$ cat src/rtl/axi_lite_pkg.sv
// Shared encodings and default widths for the AXI4-Lite read path.
package axi_lite_pkg;

  typedef enum logic [1:0] {
    IDLE = 2'b00,
    ADDR = 2'b01,
    DATA = 2'b10
  } state_e;

  localparam logic [1:0] RESP_OKAY   = 2'b00;
  localparam logic [1:0] RESP_SLVERR = 2'b10;

  localparam int ADDR_W = 32;
  localparam int DATA_W = 32;

endpackage

$ cat src/rtl/axi_lite_read_arbiter_if.sv
// Upstream requester bundle plus downstream slave channel of the read arbiter.
interface axi_lite_read_arbiter_if #(
  parameter int NUM_M  = 2,
  parameter int ADDR_W = axi_lite_pkg::ADDR_W,
  parameter int DATA_W = axi_lite_pkg::DATA_W
);

  logic [NUM_M*ADDR_W-1:0] S_ARADDR;
  logic [NUM_M-1:0]        S_ARVALID;
  logic [NUM_M-1:0]        S_ARREADY;
  logic [DATA_W-1:0]       S_RDATA;
  logic [1:0]              S_RRESP;
  logic [NUM_M-1:0]        S_RVALID;
  logic [NUM_M-1:0]        S_RREADY;

  logic [ADDR_W-1:0]       M_ARADDR;
  logic                    M_ARVALID;
  logic                    M_ARREADY;
  logic [DATA_W-1:0]       M_RDATA;
  logic [1:0]              M_RRESP;
  logic                    M_RVALID;
  logic                    M_RREADY;

  // The arbiter sits on this side: slave to the requesters, master downstream.
  modport slave (
    input  S_ARADDR, S_ARVALID, S_RREADY,
    input  M_ARREADY, M_RDATA, M_RRESP, M_RVALID,
    output S_ARREADY, S_RDATA, S_RRESP, S_RVALID,
    output M_ARADDR, M_ARVALID, M_RREADY
  );

  modport master (
    output S_ARADDR, S_ARVALID, S_RREADY,
    output M_ARREADY, M_RDATA, M_RRESP, M_RVALID,
    input  S_ARREADY, S_RDATA, S_RRESP, S_RVALID,
    input  M_ARADDR, M_ARVALID, M_RREADY
  );

endinterface

$ cat src/rtl/rr_arbiter.sv
// Combinational round-robin picker: first requester at or after rr_ptr, wrapping.
module rr_arbiter #(
  parameter int NUM_M = 2,
  parameter int IDX_W = (NUM_M > 1) ? $clog2(NUM_M) : 1
) (
  input  logic [NUM_M-1:0] req,
  input  logic [IDX_W-1:0] rr_ptr,
  output logic             grant_valid,
  output logic [IDX_W-1:0] grant_idx
);

  logic [IDX_W:0]   sum;
  logic [IDX_W-1:0] idx;

  // NOTE: every output and temporary gets a default first, so no path leaves a
  // value unassigned and no latch is inferred.
  always_comb begin
    grant_valid = 1'b0;
    grant_idx   = '0;
    sum         = '0;
    idx         = '0;
    // Walk offsets from farthest to nearest so the nearest request overrides.
    for (int off = NUM_M - 1; off >= 0; off--) begin
      sum = {1'b0, rr_ptr} + (IDX_W + 1)'(off);
      if (sum >= (IDX_W + 1)'(NUM_M)) sum = sum - (IDX_W + 1)'(NUM_M);
      idx = sum[IDX_W-1:0];
      if (req[idx]) begin
        grant_valid = 1'b1;
        grant_idx   = idx;
      end
    end
  end

endmodule

$ cat src/rtl/axi_lite_read_arbiter.sv
// Shares one AXI4-Lite read slave among NUM_M requesters with round-robin
// arbitration and a single outstanding transaction.
module axi_lite_read_arbiter #(
  parameter int NUM_M  = 2,
  parameter int ADDR_W = axi_lite_pkg::ADDR_W,
  parameter int DATA_W = axi_lite_pkg::DATA_W,
  parameter int GNT_W  = (NUM_M > 1) ? $clog2(NUM_M) : 1
) (
  input  logic                   ACLK,
  input  logic                   ARSTn,
  axi_lite_read_arbiter_if.slave bus,
  output logic                   BUSY,
  output logic [GNT_W-1:0]       GRANT
);

  import axi_lite_pkg::*;

  state_e            state;
  logic [NUM_M-1:0]  ar_ready;
  logic              m_arvalid;
  logic [ADDR_W-1:0] m_araddr;
  logic [GNT_W-1:0]  rr_ptr;

  logic              grant_valid;
  logic [GNT_W-1:0]  grant_idx;
  logic [ADDR_W-1:0] addr_sel;
  logic [NUM_M-1:0]  rvalid;
  logic              m_rready;
  logic              r_done;

  rr_arbiter #(.NUM_M(NUM_M), .IDX_W(GNT_W)) u_rr (
    .req         (bus.S_ARVALID),
    .rr_ptr      (rr_ptr),
    .grant_valid (grant_valid),
    .grant_idx   (grant_idx)
  );

  always_comb begin
    addr_sel = '0;
    for (int i = 0; i < NUM_M; i++)
      if (grant_idx == GNT_W'(i)) addr_sel = bus.S_ARADDR[i*ADDR_W +: ADDR_W];
  end

  assign r_done = (state == DATA) && bus.M_RVALID && bus.S_RREADY[GRANT];

  // NOTE: asynchronous reset lives in the sensitivity list, and all state uses
  // non-blocking assignments so every register sees pre-edge values.
  always_ff @(posedge ACLK or negedge ARSTn) begin
    if (!ARSTn) begin
      state     <= IDLE;
      ar_ready  <= '0;
      m_arvalid <= 1'b0;
      m_araddr  <= '0;
      GRANT     <= '0;
      rr_ptr    <= '0;
    end else begin
      ar_ready <= '0;
      case (state)
        IDLE: if (grant_valid) begin
          GRANT     <= grant_idx;
          m_araddr  <= addr_sel;
          m_arvalid <= 1'b1;
          ar_ready  <= NUM_M'(1) << grant_idx;
          state     <= ADDR;
        end
        ADDR: if (bus.M_ARREADY) begin
          m_arvalid <= 1'b0;
          state     <= DATA;
        end
        DATA: if (r_done) begin
          rr_ptr <= (GRANT == GNT_W'(NUM_M - 1)) ? '0 : GRANT + 1'b1;
          state  <= IDLE;
        end
        default: state <= IDLE;
      endcase
    end
  end

  // Response path is only opened to the granted requester while in DATA.
  always_comb begin
    rvalid   = '0;
    m_rready = 1'b0;
    if (state == DATA) begin
      rvalid[GRANT] = bus.M_RVALID;
      m_rready      = bus.S_RREADY[GRANT];
    end
  end

  assign bus.S_ARREADY = ar_ready;
  assign bus.S_RVALID  = rvalid;
  assign bus.S_RDATA   = DATA_W'(bus.M_RDATA);
  assign bus.S_RRESP   = bus.M_RRESP;
  assign bus.M_ARADDR  = m_araddr;
  assign bus.M_ARVALID = m_arvalid;
  assign bus.M_RREADY  = m_rready;
  assign BUSY          = (state != IDLE);

endmodule

$ cat src/flat_wrapper.sv
// flat-port wrapper written by rule: the top's interface ports become plain ports
module axi_lite_read_arbiter_flat import axi_lite_pkg::*;
#(
  parameter int NUM_M  = 2,
  parameter int ADDR_W = axi_lite_pkg::ADDR_W,
  parameter int DATA_W = axi_lite_pkg::DATA_W,
  parameter int GNT_W  = (NUM_M > 1) ? $clog2(NUM_M) : 1
)
  (ACLK, ARSTn, BUSY, GRANT, bus_S_ARADDR, bus_S_ARVALID, bus_S_RREADY, bus_M_ARREADY, bus_M_RDATA, bus_M_RRESP, bus_M_RVALID, bus_S_ARREADY, bus_S_RDATA, bus_S_RRESP, bus_S_RVALID, bus_M_ARADDR, bus_M_ARVALID, bus_M_RREADY);
  axi_lite_read_arbiter_if #(.NUM_M(NUM_M), .ADDR_W(ADDR_W), .DATA_W(DATA_W)) bus_i ();
  input  logic ACLK;
  input  logic ARSTn;
  output logic BUSY;
  output logic [GNT_W-1:0] GRANT;
  input wire logic [$bits(bus_i.S_ARADDR)-1:0] bus_S_ARADDR;
  input wire logic [$bits(bus_i.S_ARVALID)-1:0] bus_S_ARVALID;
  input wire logic [$bits(bus_i.S_RREADY)-1:0] bus_S_RREADY;
  input wire logic [$bits(bus_i.M_ARREADY)-1:0] bus_M_ARREADY;
  input wire logic [$bits(bus_i.M_RDATA)-1:0] bus_M_RDATA;
  input wire logic [$bits(bus_i.M_RRESP)-1:0] bus_M_RRESP;
  input wire logic [$bits(bus_i.M_RVALID)-1:0] bus_M_RVALID;
  output wire logic [$bits(bus_i.S_ARREADY)-1:0] bus_S_ARREADY;
  output wire logic [$bits(bus_i.S_RDATA)-1:0] bus_S_RDATA;
  output wire logic [$bits(bus_i.S_RRESP)-1:0] bus_S_RRESP;
  output wire logic [$bits(bus_i.S_RVALID)-1:0] bus_S_RVALID;
  output wire logic [$bits(bus_i.M_ARADDR)-1:0] bus_M_ARADDR;
  output wire logic [$bits(bus_i.M_ARVALID)-1:0] bus_M_ARVALID;
  output wire logic [$bits(bus_i.M_RREADY)-1:0] bus_M_RREADY;
  assign bus_i.S_ARADDR = bus_S_ARADDR;
  assign bus_i.S_ARVALID = bus_S_ARVALID;
  assign bus_i.S_RREADY = bus_S_RREADY;
  assign bus_i.M_ARREADY = bus_M_ARREADY;
  assign bus_i.M_RDATA = bus_M_RDATA;
  assign bus_i.M_RRESP = bus_M_RRESP;
  assign bus_i.M_RVALID = bus_M_RVALID;
  assign bus_S_ARREADY = bus_i.S_ARREADY;
  assign bus_S_RDATA = bus_i.S_RDATA;
  assign bus_S_RRESP = bus_i.S_RRESP;
  assign bus_S_RVALID = bus_i.S_RVALID;
  assign bus_M_ARADDR = bus_i.M_ARADDR;
  assign bus_M_ARVALID = bus_i.M_ARVALID;
  assign bus_M_RREADY = bus_i.M_RREADY;
  axi_lite_read_arbiter #(.NUM_M(NUM_M), .ADDR_W(ADDR_W), .DATA_W(DATA_W), .GNT_W(GNT_W)) u_core (.ACLK(ACLK), .ARSTn(ARSTn), .bus(bus_i), .BUSY(BUSY), .GRANT(GRANT));
endmodule
$ cat config.mk
export PLATFORM = sky130hd
export DESIGN_NAME = axi_lite_read_arbiter_flat
export DESIGN_NICKNAME = d
export VERILOG_FILES = /design/src/rtl/axi_lite_pkg.sv /design/src/rtl/axi_lite_read_arbiter_if.sv /design/src/rtl/rr_arbiter.sv /design/src/rtl/axi_lite_read_arbiter.sv /design/src/flat_wrapper.sv
export SDC_FILE = /design/constraint.sdc
export NUM_CORES = 1
export LEC_CHECK = 0
export CORE_AREA = 2 2 69 71
export CTS_CLUSTER_DIAMETER = 150
export DETAILED_ROUTE_END_ITERATION = 16
export DIE_AREA = 0 0 71 73
export DONT_BUFFER_PORTS = 1
export PLACE_DENSITY_LB_ADDON = 0.12
export SLEW_MARGIN = 0
export SYNTH_ARGS = -nofsm -noshare
export SYNTH_HDL_FRONTEND = slang
export SYNTH_HIERARCHICAL = 1
export SYNTH_SLANG_ARGS = --single-unit
$ cat constraint.sdc
create_clock -name ACLK -period 4.1 [get_ports ACLK]
set_input_delay 0.615 -clock ACLK [delete_from_list [all_inputs] [get_ports ACLK]]
set_output_delay 0.615 -clock ACLK [all_outputs]
set_load 0.05 [all_outputs]
==> run metrics, run 1 <==
Seq/Total Area, Yosys=0.467; Leak=0.804 nW; Post-CTS Resized=0; clk slew on worst S/H paths=0.06 ns; final period utilization=0.619; Fmax=394 MHz; DRT Pass-1 Iters=4; area delta synth->final=-6.83%; DP Cell Count=220; worst path bufs/invs=0; CP Data Arrival Time=1.92 ns; fin cells=229; count of cell types in the netlist=21; Clk Latency, worst-skew pair=0.27 ns; slowest stage delay, CP=0.74 ns; setup TNS=0 ns; post-route ant nets=0; vias in the first global route=1314; Clock Path Buffers=2; mapped cell area=2090 µm²; DR vias/cell=5.61; Remaining DRCs=0; Max IR drop VDD=0.379 mV; Final setup viols=0; Post-synth EDFFs=0; RSZ-0062 raised after global routing=no; depth of the CTS H-tree=2; Num CTS Buffers=5; starting density of the core=0.461; post-route minimum period=2.54 ns; CP top delay family=flip-flops; Syn Area/Cell=10.0 µm²; per-cell routed wire length=17.9 µm; Final Hold Vio Count=0; total wire length=4.10 mm; CP max FO=6; status=finished, final reports clean; Final Max Slew Viols=0; I/O pin count=180; core area=4540 µm²; die extent in x=71 µm; syn nets=315; Cell Pwr Density=1020 nW/µm²; Main synth FF type=dfrtp_1; Antenna diodes=0; drt first-iter violations=41; max cap viols=0; Ys Warns=6; total gr overflow=0; Root Buffer Master=clkbuf_8; FF+latch count, synth=39; CTS tree=done; Min-Delay Path Class=primary input to asynchronous set/reset pin; CP Launch Type=register; height of the die=73 µm; Detailed Place HPWL=3.04 mm; first-pass GRT wire length=6.10 mm; Mapped Cells=209; slowest cell on the critical path=dfrtp_1; Worst slew margin=0.324; Die Area=5180 µm²; asr flop ratio synth=1.00; Final nets=282; clk sinks=39; CP required=3.48 ns; port bufs=0; gpl congestion=0.777; Vias=1284; hold slack=0.0333 ns; initial antenna violation count=0; # rows=25; Worst setup EP type=output pin; crit path cell chain=mux2i_1 > nor2_1; share of layout cells above drive strength 1=0.0571; Total GRT Usage=0.151; kind of critical path=register to output pin; largest net degree at the start of global routing=40; Final Skew=0.00396 ns; slew of the pin with the lowest slew margin=1.01 ns
kinds of logic after synthesis:
group / synth area share
buffers and inverters: 0.171
and+or+nand+nor: 0.0982
AOI/OAI and AO/OA: 0.101
DFF: 0.467
muxes: 0.163
flip-flops by register name (all words and copies together), names as in the netlist:
signal and cells:
u_core/GRANT 1, u_core/bus.M_ARADDR 32, u_core/bus.M_ARVALID 1, u_core/bus.S_ARREADY 2, u_core/rr_ptr 1, u_core/state 2
report_power, final:
| part | total [mW] | internal [mW] | switching (mW) |
|---|---|---|---|
| Combinational | 0.447 | 0.174 | 0.273 |
| Sequential | 1.30 | 0.558 | 0.746 |
| Clock | 0.227 | 0.113 | 0.113 |
| Total | 1.98 | 0.845 | 1.13 |
per-stage QoR:
stage	power [mW]	setup WS [ns]	cell area, µm²	utilization
6_report	1.98	1.56	1950	0.429
3_5_place_dp	1.77	1.69	1840	0.407
3_3_place_gp	1.73	1.81	1840	0.407
4_1_cts	1.99	1.54	1920	0.423
5_1_grt	2.10	1.46	1950	0.429
2_1_floorplan	1.78	1.98	2090	-
cells in the mapped netlist, types with 3 or more instances:
library cell / number / share of area
mux2i_1: 33 / 0.16
dfrtp_1: 39 / 0.47
inv_1: 3 / 0.0054
o21ai_0: 4 / 0.0096
a21oi_1: 34 / 0.081
nor2_1: 35 / 0.063
buf_4: 38 / 0.14
buf_2: 3 / 0.0072
buf_6: 4 / 0.022
nand2_1: 3 / 0.0054
nor2b_1: 3 / 0.0090
cell usage in the layout, fill, tap and decap left out, types with 2 or more instances in the layout:
cell type,count
dfrtp_1,39
nor2_1,35
mux2i_1,33
nand2_1,3
o21ai_0,4
dlygate4sd3_1,3
a21oi_1,34
nor2b_1,3
clkbuf_8,5
buf_4,2
inv_1,3
final timing paths:
check	startpoint	to	slack (ns)	cells after the start
worst max-delay path	u_core/GRANT	bus_M_RREADY	1.56	2
worst min-delay path	ARSTn	u_core/bus.M_ARADDR[15]	0.03	0
min in group ACLK	bus_M_ARREADY	u_core/bus.M_ARVALID	0.54	3
max in group asynchronous	ARSTn	u_core/bus.M_ARADDR[7]	3.24	1
worst max register to register	u_core/state[1]	u_core/bus.M_ARADDR[11]	1.95	4
worst min register to register	u_core/rr_ptr	u_core/rr_ptr	0.58	2
what timing repair did:
action / in CTS / in global routing
hold buffers: 0 / 3
setup endpoints to repair: 0 / 0
endpoints found under the hold margin: 0 / 6
setup buffers: 0 / 0
metal layers:
| layer | GRT usage | part of all wire | vias up | wire length (µm) |
|---|---|---|---|---|
| met2 | 0.250 | 0.51 | 100 | 2100 |
| met4 | 0.0440 | 0.0063 | 0 | 26 |
| met1 | 0.154 | 0.35 | 582 | 1450 |
| met5 | 0 | 0 | - | 0 |
| li1 | - | - | 598 | - |
| met3 | 0.104 | 0.13 | 4 | 528 |
layout make-up:
| type | instances | area (µm²) |
|---|---|---|
| Fill cell | 428 | 2590 |
| Sequential cell | 39 | 976 |
| Multi-Input combinational cell | 122 | 774 |
| Clock buffer | 6 | 72.6 |
| Tap cell | 54 | 67.6 |
| Timing Repair Buffer | 5 | 45.0 |
| Inverter | 3 | 11.3 |
worst register-to-register path, delay by kind of cell (launching register included):
family	cells	cell delay (ns)
compound gates	1	0.15
buf+inv	1	0.48
flops	1	0.49
simple gates	2	0.97
Note: power is estimated with default switching activity, not from simulation.
==> run 2: changes to the inputs <==
--- a/config.mk
+++ b/config.mk
@@ -5,10 +5,11 @@
 export SDC_FILE = /design/constraint.sdc
 export NUM_CORES = 1
 export LEC_CHECK = 0
-export CORE_AREA = 2 2 69 71
+export ABC_AREA = 1
+export CORE_AREA = 2 2 70 72
 export CTS_CLUSTER_DIAMETER = 150
 export DETAILED_ROUTE_END_ITERATION = 16
-export DIE_AREA = 0 0 71 73
+export DIE_AREA = 0 0 72 74
 export DONT_BUFFER_PORTS = 1
 export PLACE_DENSITY_LB_ADDON = 0.12
 export SLEW_MARGIN = 0
==> constraint.sdc (replaced) <==
create_clock -name ACLK -period 2.3 [get_ports ACLK]
set_input_delay 0.345 -clock ACLK [delete_from_list [all_inputs] [get_ports ACLK]]
set_output_delay 0.345 -clock ACLK [all_outputs]
set_load 0.05 [all_outputs]
==> run 2 against run 1 <==
Global-route usage grew 1.8 points; power grew 79%; register-to-register slack lost 0.96 ns; utilization grew 3.3 points; cell area rose by 9.1%; sequential cell count is the same; cell count increased by 46%; clock skew rose by 0.0017 ns; critical path depth up 1; critical path type unchanged; synthesized area rose by 8.3%; clock power is 83% higher; largest cell class unchanged.
==> run metrics, run 2 <==
status=finished, final reports clean; starting density of the core=0.492 (+0.0316); Post-Synth XOR/XNOR Area=0 (unchanged); count of cell types in the netlist=19 (-9.5%); CP top delay family=flip-flops; commonest non-fill, non-tap cells in the layout=141 x nand2_1, 39 x dfrtp_1, 37 x inv_1, 16 x o21ai_1, 16 x o21ai_0; CTS tree=done; Final nets=387 (+37%); logic gate share of total power=0.251 (+0.025); Area contributors post-synth=dfrtp_1 43%, nand2_1 23%, buf_4 12%, inv_1 6.1%, o21ai_0 3.5%; Clk pwr share=0.117 (+0.002); Sequential Area=976 µm² (unchanged); Clk Latency, worst-skew pair=0.28 ns (about the same); largest family of logic cells by synthesized area=simple AND/OR/NAND/NOR gates; worst reg2reg path depth=5 (+1); adder-cell share of the synthesized area=0 (unchanged); gpl congestion=0.712 (-8.3%); setup TNS=0 ns (unchanged); CP required=1.96 ns (-1.52 ns); crit path cell chain=inv_1 > nor3_1 > buf_4; fin util=0.462 (+0.0328); Fill cells=503 (+18%); Worst setup EP type=output pin; hold buffer count at CTS=2 (+2); Switching Fraction=0.587 (+0.0141); depth of the CTS H-tree=2 (unchanged); Max IR drop VDD=0.648 mV (+71%); per-cell routed wire length=13.4 µm (-25%); first-pass GRT wire length=6.79 mm (+11%); Remaining DRCs=0 (unchanged); area delta synth->final=-6.14%; Final Max Slew Viols=0 (unchanged); worst hold path depth=1; Switching Power=2.08 mW (+84%); Largest register FFs=32 (unchanged); post-route minimum period=1.92 ns; Antenna diodes=0 (unchanged); DP Worst Slack=0.679 ns (-1.01 ns); mux contribution to synthesized area=0 (-0.163); fraction of the mapped netlist area in simple logic gates=0.261 (+0.163); Reg power frac=0.631 (-0.029); CP max FO=5 (-1); Final setup viols=0 (unchanged); hold_sp=bus_M_ARREADY; total gr overflow=0 (unchanged); Multi-input gate area=781 µm² (+0.81%); syn nets=419 (+33%); Main synth FF type=dfrtp_1; mapped cell area=2260 µm² (+8.3%); Post-CTS Resized=0 (unchanged); # Post-CTS Setup Buffers=0 (unchanged); synth cell count leaders=141 x nand2_1, 39 x dfrtp_1, 37 x inv_1, 35 x buf_4; Worst slew margin=0.633 (+0.308); clk sinks=39 (unchanged); Die Area=5330 µm² (+2.8%); slew of the pin with the lowest slew margin=0.551 ns (-0.462 ns); post-synth top area share=0.431 (-0.0359); count leader, synth=nand2_1; DR vias/cell=4.90 (-13%); RSZ-0062 raised after global routing=no; worst path bufs/invs=2 (+2); I/O pin count=180 (unchanged); slowest cell on the critical path=dfrtp_1; complex-gate fraction of the synthesized area=0.0785 (-0.0221); core area=4600 µm² (+1.4%); max cap viols=0 (unchanged); vias in the first global route=1394 (+6.1%); commonest non-fill, non-tap cell in the layout=nand2_1; Leak=1.21 nW (+51%); Final Hold Vio Count=0 (unchanged); DRT Pass-1 Iters=6 (+2); Min-Delay Path Class=primary input to register; slowest stage delay, CP=0.69 ns (-0.05 ns); Ys Warns=6 (unchanged); r2r endpoint=u_core/GRANT; share of layout cells above drive strength 1=0.0607 (+0.00357); drt first-iter violations=84 (+100%); Seq/Total Area, Yosys=0.431 (-0.0359); minimum setup slack among reg-to-reg paths=0.99 ns (-0.96 ns); Cell Pwr Density=1670 nW/µm² (+64%); post-route setup slack=0.380 ns (-1.18 ns); FF-to-FF Start=u_core/state[0]; post-synth top area cell=dfrtp_1; clk slew on worst S/H paths=0.07 ns (about the same); Mapped Cells=313 (+50%); total wire length=4.47 mm (+8.9%); Clock Path Buffers=2 (unchanged); asr flop ratio synth=1.00 (unchanged); kind of critical path=register to output pin; # rows=25 (unchanged); Vias=1636 (+27%); worst hold path endpoint=u_core/state[0]; initial antenna violation count=0 (unchanged); CP Launch Type=register; Syn Area/Cell=7.23 µm² (-28%); Num CTS Buffers=5 (unchanged); die extent in x=72 µm (+1.4%); Detailed Place HPWL=3.31 mm (+8.7%); Fmax=521 MHz; Root Buffer Master=clkbuf_8; largest net degree at the start of global routing=40 (unchanged); post-route ant nets=0 (unchanged); CP Data Arrival Time=1.58 ns (-0.34 ns); height of the die=74 µm (+1.4%); port bufs=0 (unchanged); Total GRT Usage=0.168 (+0.0177); P_int=1.46 mW (+73%); hold slack=0.147 ns (+0.113 ns); FF+latch count, synth=39 (unchanged); Post-synth EDFFs=0 (unchanged); final period utilization=0.835; Final Skew=0.00568 ns (+0.00173 ns)
-- run 2: how the worst max path moves through the flow --
stage                     slack [ns]    startpoint  cells past startpoint         endpoint
after floorplan                 0.06  u_core/GRANT                      2  bus_S_RVALID[1]
after global placement          0.74  u_core/GRANT                      3  bus_S_RVALID[1]
after detailed placement        0.68  u_core/GRANT                      3  bus_S_RVALID[1]
after CTS                       0.36  u_core/GRANT                      3  bus_S_RVALID[1]
after global routing            0.29  u_core/GRANT                      3  bus_S_RVALID[1]
final                           0.38  u_core/GRANT                      3  bus_S_RVALID[1]
-- run 2: metrics by stage --
stage / instance area, µm² / power, mW / std cells
floorplan: 2260 / 3.15 / 313
CTS: 2120 / 3.59 / 334
detailed placement: 2020 / 3.15 / 326
global route: 2120 / 3.80 / 334
global placement: 2020 / 3.14 / 326
finish: 2120 / 3.54 / 334
-- run 2: cell families after synthesis --
group	count (synthesis)
buffers and inverters	87
AND/OR/NAND/NOR	152
flip-flops	39
AO/OA/AOI/OAI	35
-- run 2: layout make-up --
| type | count | area share |
|---|---|---|
| inverter | 40 | 0.0718 |
| tap | 54 | 0.0318 |
| sequential | 39 | 0.459 |
| multi-input combinational | 187 | 0.367 |
| clock buffer | 6 | 0.0342 |
| timing repair buffer | 8 | 0.0353 |
-- run 2: worst register-to-register path: stages (launching register included) --
cell,delay [ns]
dfrtp_1,0.39
inv_2,0.10
nand3_4,0.21
buf_4,0.29
nor2_1,0.14
nor2_1,0.06
-- run 2: power groups by stage --
stage / clock, mW / combinational [mW] / sequential (mW)
floorplan: 0 / 0.958 / 2.19
global placement: 0 / 0.868 / 2.27
detailed placement: 0 / 0.893 / 2.26
CTS: 0.435 / 0.910 / 2.25
global route: 0.468 / 1.05 / 2.28
finish: 0.415 / 0.890 / 2.24
-- run 2: per-layer routing --
metal	vias to the layer above	part of all wire	GRT usage
li1	835	-	-
met1	709	0.40	0.198
met4	0	0.033	0.103
met2	68	0.49	0.272
met3	24	0.076	0.0528
met5	-	0	0
==> run 3: changes to the inputs <==
--- a/config.mk
+++ b/config.mk
@@ -6,10 +6,10 @@
 export NUM_CORES = 1
 export LEC_CHECK = 0
 export ABC_AREA = 1
-export CORE_AREA = 2 2 70 72
+export CORE_AREA = 2 2 69 71
 export CTS_CLUSTER_DIAMETER = 150
 export DETAILED_ROUTE_END_ITERATION = 16
-export DIE_AREA = 0 0 72 74
+export DIE_AREA = 0 0 71 73
 export DONT_BUFFER_PORTS = 1
 export PLACE_DENSITY_LB_ADDON = 0.12
 export SLEW_MARGIN = 0
==> constraint.sdc (replaced) <==
create_clock -name ACLK -period 2 [get_ports ACLK]
set_input_delay 0.3 -clock ACLK [delete_from_list [all_inputs] [get_ports ACLK]]
set_output_delay 0.3 -clock ACLK [all_outputs]
set_load 0.05 [all_outputs]
==> run 3 against run 2 <==
Routed wire length increased by 1.2%; combinational power increased by 21%; critical endpoint is now bus_M_RREADY; largest power group unchanged; cell count increased by 0.90%; via count decreased by 2.0%; power increased by 16%; highest routed layer unchanged; sequential share of layout area decreased by 0.56 points; clock power increased by 20%; clock skew decreased by 0.0023 ns; register-to-register slack got worse by 0.28 ns; critical path type unchanged.
==> run metrics, run 3 (same netlist as run 2, synthesis figures left out) <==
status=finished, final reports clean; per-cell routed wire length=13.4 µm (+0.33%); Most Crowded Layer GR=met2; initial antenna violation count=0 (unchanged); CP required=1.70 ns (-0.26 ns); Final Max Slew Viols=0 (unchanged); largest net degree at the start of global routing=40 (unchanged); drt first-iter violations=82 (-2.4%); die extent in x=71 µm (-1.4%); vias in the first global route=1363 (-2.2%); height of the die=73 µm (-1.4%); Max IR drop VDD=0.816 mV (+26%); Total GRT Usage=0.170 (+0.00159); Antenna diodes=0 (unchanged); kind of critical path=register to output pin; Worst slew margin=0.651 (+0.0186); M1 GR Usage=0.197 (-0.00127); Num CTS Buffers=5 (unchanged); core area=4540 µm² (-1.4%); Min-Delay Path Class=primary input to register; Clk Latency, worst-skew pair=0.28 ns (about the same); Clock Path Buffers=2 (unchanged); CP Data Arrival Time=1.26 ns (-0.32 ns); share of layout cells above drive strength 1=0.0742 (+0.0135); setup TNS=0 ns (unchanged); commonest non-fill, non-tap cells in the layout=141 x nand2_1, 39 x dfrtp_1, 37 x inv_1, 16 x o21ai_1, 16 x o21ai_0; # rows=25 (unchanged); Final setup viols=0 (unchanged); first-pass GRT wire length=6.73 mm (-0.91%); Cell Pwr Density=1920 nW/µm² (+15%); clk slew on worst S/H paths=0.07 ns (about the same); Final Skew=0.00339 ns (-0.00229 ns); grt met3 use=0.0608 (+0.00793); Root Buffer Master=clkbuf_8; slew of the pin with the lowest slew margin=0.523 ns (-0.0279 ns); final period utilization=0.780; GR Util met2=0.278 (+0.00669); minimum setup slack among reg-to-reg paths=0.71 ns (-0.28 ns); clk sinks=39 (unchanged); DR vias/cell=4.76 (-2.8%); post-route minimum period=1.56 ns; Remaining DRCs=0 (unchanged); Worst setup EP type=output pin; depth of the CTS H-tree=2 (unchanged); fin cells=337 (+0.90%); CTS tree=done; Largest register FFs=32 (unchanged); Die Area=5180 µm² (-2.7%); DP Cell Count=327 (+0.31%); port bufs=0 (unchanged); post-route ant nets=0 (unchanged); Leak=1.22 nW (+1.0%); CP Launch Type=register; # Post-CTS Setup Buffers=0 (unchanged); max cap viols=0 (unchanged); Fill cells=472 (-6.2%); area delta synth->final=-4.98%; total wire length=4.53 mm (+1.2%); Final nets=388 (+0.26%); RSZ-0062 raised after global routing=no; total gr overflow=0 (unchanged); CP max FO=5 (unchanged); starting density of the core=0.499 (+0.00679); Detailed Place HPWL=3.30 mm (-0.27%); gpl congestion=0.722 (+1.4%); I/O pin count=180 (unchanged); Final Hold Vio Count=0 (unchanged); Vias=1604 (-2.0%); DRT Pass-1 Iters=4 (-2); commonest non-fill, non-tap cell in the layout=nand2_1; Fmax=641 MHz
run 3: changes by cell type in the layout (fill, tap and decap cells not counted):
| cell | before | now |
|---|---|---|
| nor3_1 | 2 | 0 |
| nor3_2 | 0 | 2 |
| buf_4 | 6 | 7 |
| clkbuf_1 | 1 | 2 |
| clkinv_2 | 0 | 1 |
run 3: path summary, 6_finish.rpt:
kind,end,depth (start not counted),start
hold / removal,u_core/state[0],1,bus_M_ARREADY
hold reg to reg,u_core/rr_ptr,2,u_core/rr_ptr
max in group asynchronous,u_core/state[0],2,ARSTn
setup / recovery,bus_M_RREADY,4,u_core/state[0]
min in group asynchronous,u_core/bus.M_ARADDR[21],2,ARSTn
setup reg to reg,u_core/bus.M_ARADDR[5],6,u_core/rr_ptr
run 3: critical path, stage by stage, from the launching register on:
cell	delay [ns]
dfrtp_1	0.39
inv_2	0.10
nand2_1	0.14
a21oi_1	0.14
buf_4	0.21
run 3: power breakdown:
group | leakage (nW) | total (mW) | internal [mW] | switching, mW
clock network | 0.0422 | 0.499 | 0.245 | 0.255
registers | 0.485 | 2.55 | 1.13 | 1.41
logic | 0.696 | 1.08 | 0.331 | 0.746
total | 1.22 | 4.12 | 1.71 | 2.42
run 3: through the flow:
stage	util	instance area, µm²	worst slack [ns]	power [mW]	hold slack, ns
after floorplan	-	2270	0.0902	3.62	0.00441
after global placement	0.450	2040	0.686	3.64	0.00521
after detailed placement	0.450	2040	0.658	3.65	0.00532
after CTS	0.474	2150	0.421	4.18	0.0986
after global routing	0.474	2150	0.329	4.39	0.107
final	0.474	2150	0.440	4.12	0.110
run 3: metal layers:
metal  routed length [µm]  share of wire
met1                 1790           0.40
met2                 2220           0.49
met3                  383          0.085
met4                  129          0.029
met5                    0              0
run 3: layout make-up:
cell class | instances | area, µm² | area share
well taps | 54 | 67.6 | 0.0314
multi-input cells | 187 | 791 | 0.368
flip-flops and latches | 39 | 976 | 0.454
inverters | 40 | 153 | 0.0710
clock inverters | 1 | 5.00 | 0.00233
repair buffers | 9 | 82.6 | 0.0384
clock buffers | 7 | 76.3 | 0.0355
run 3: timing repair:
item,in CTS,in global routing
endpoints found under the hold margin,39,0
resized for setup,0,0
hold buffers,2,0
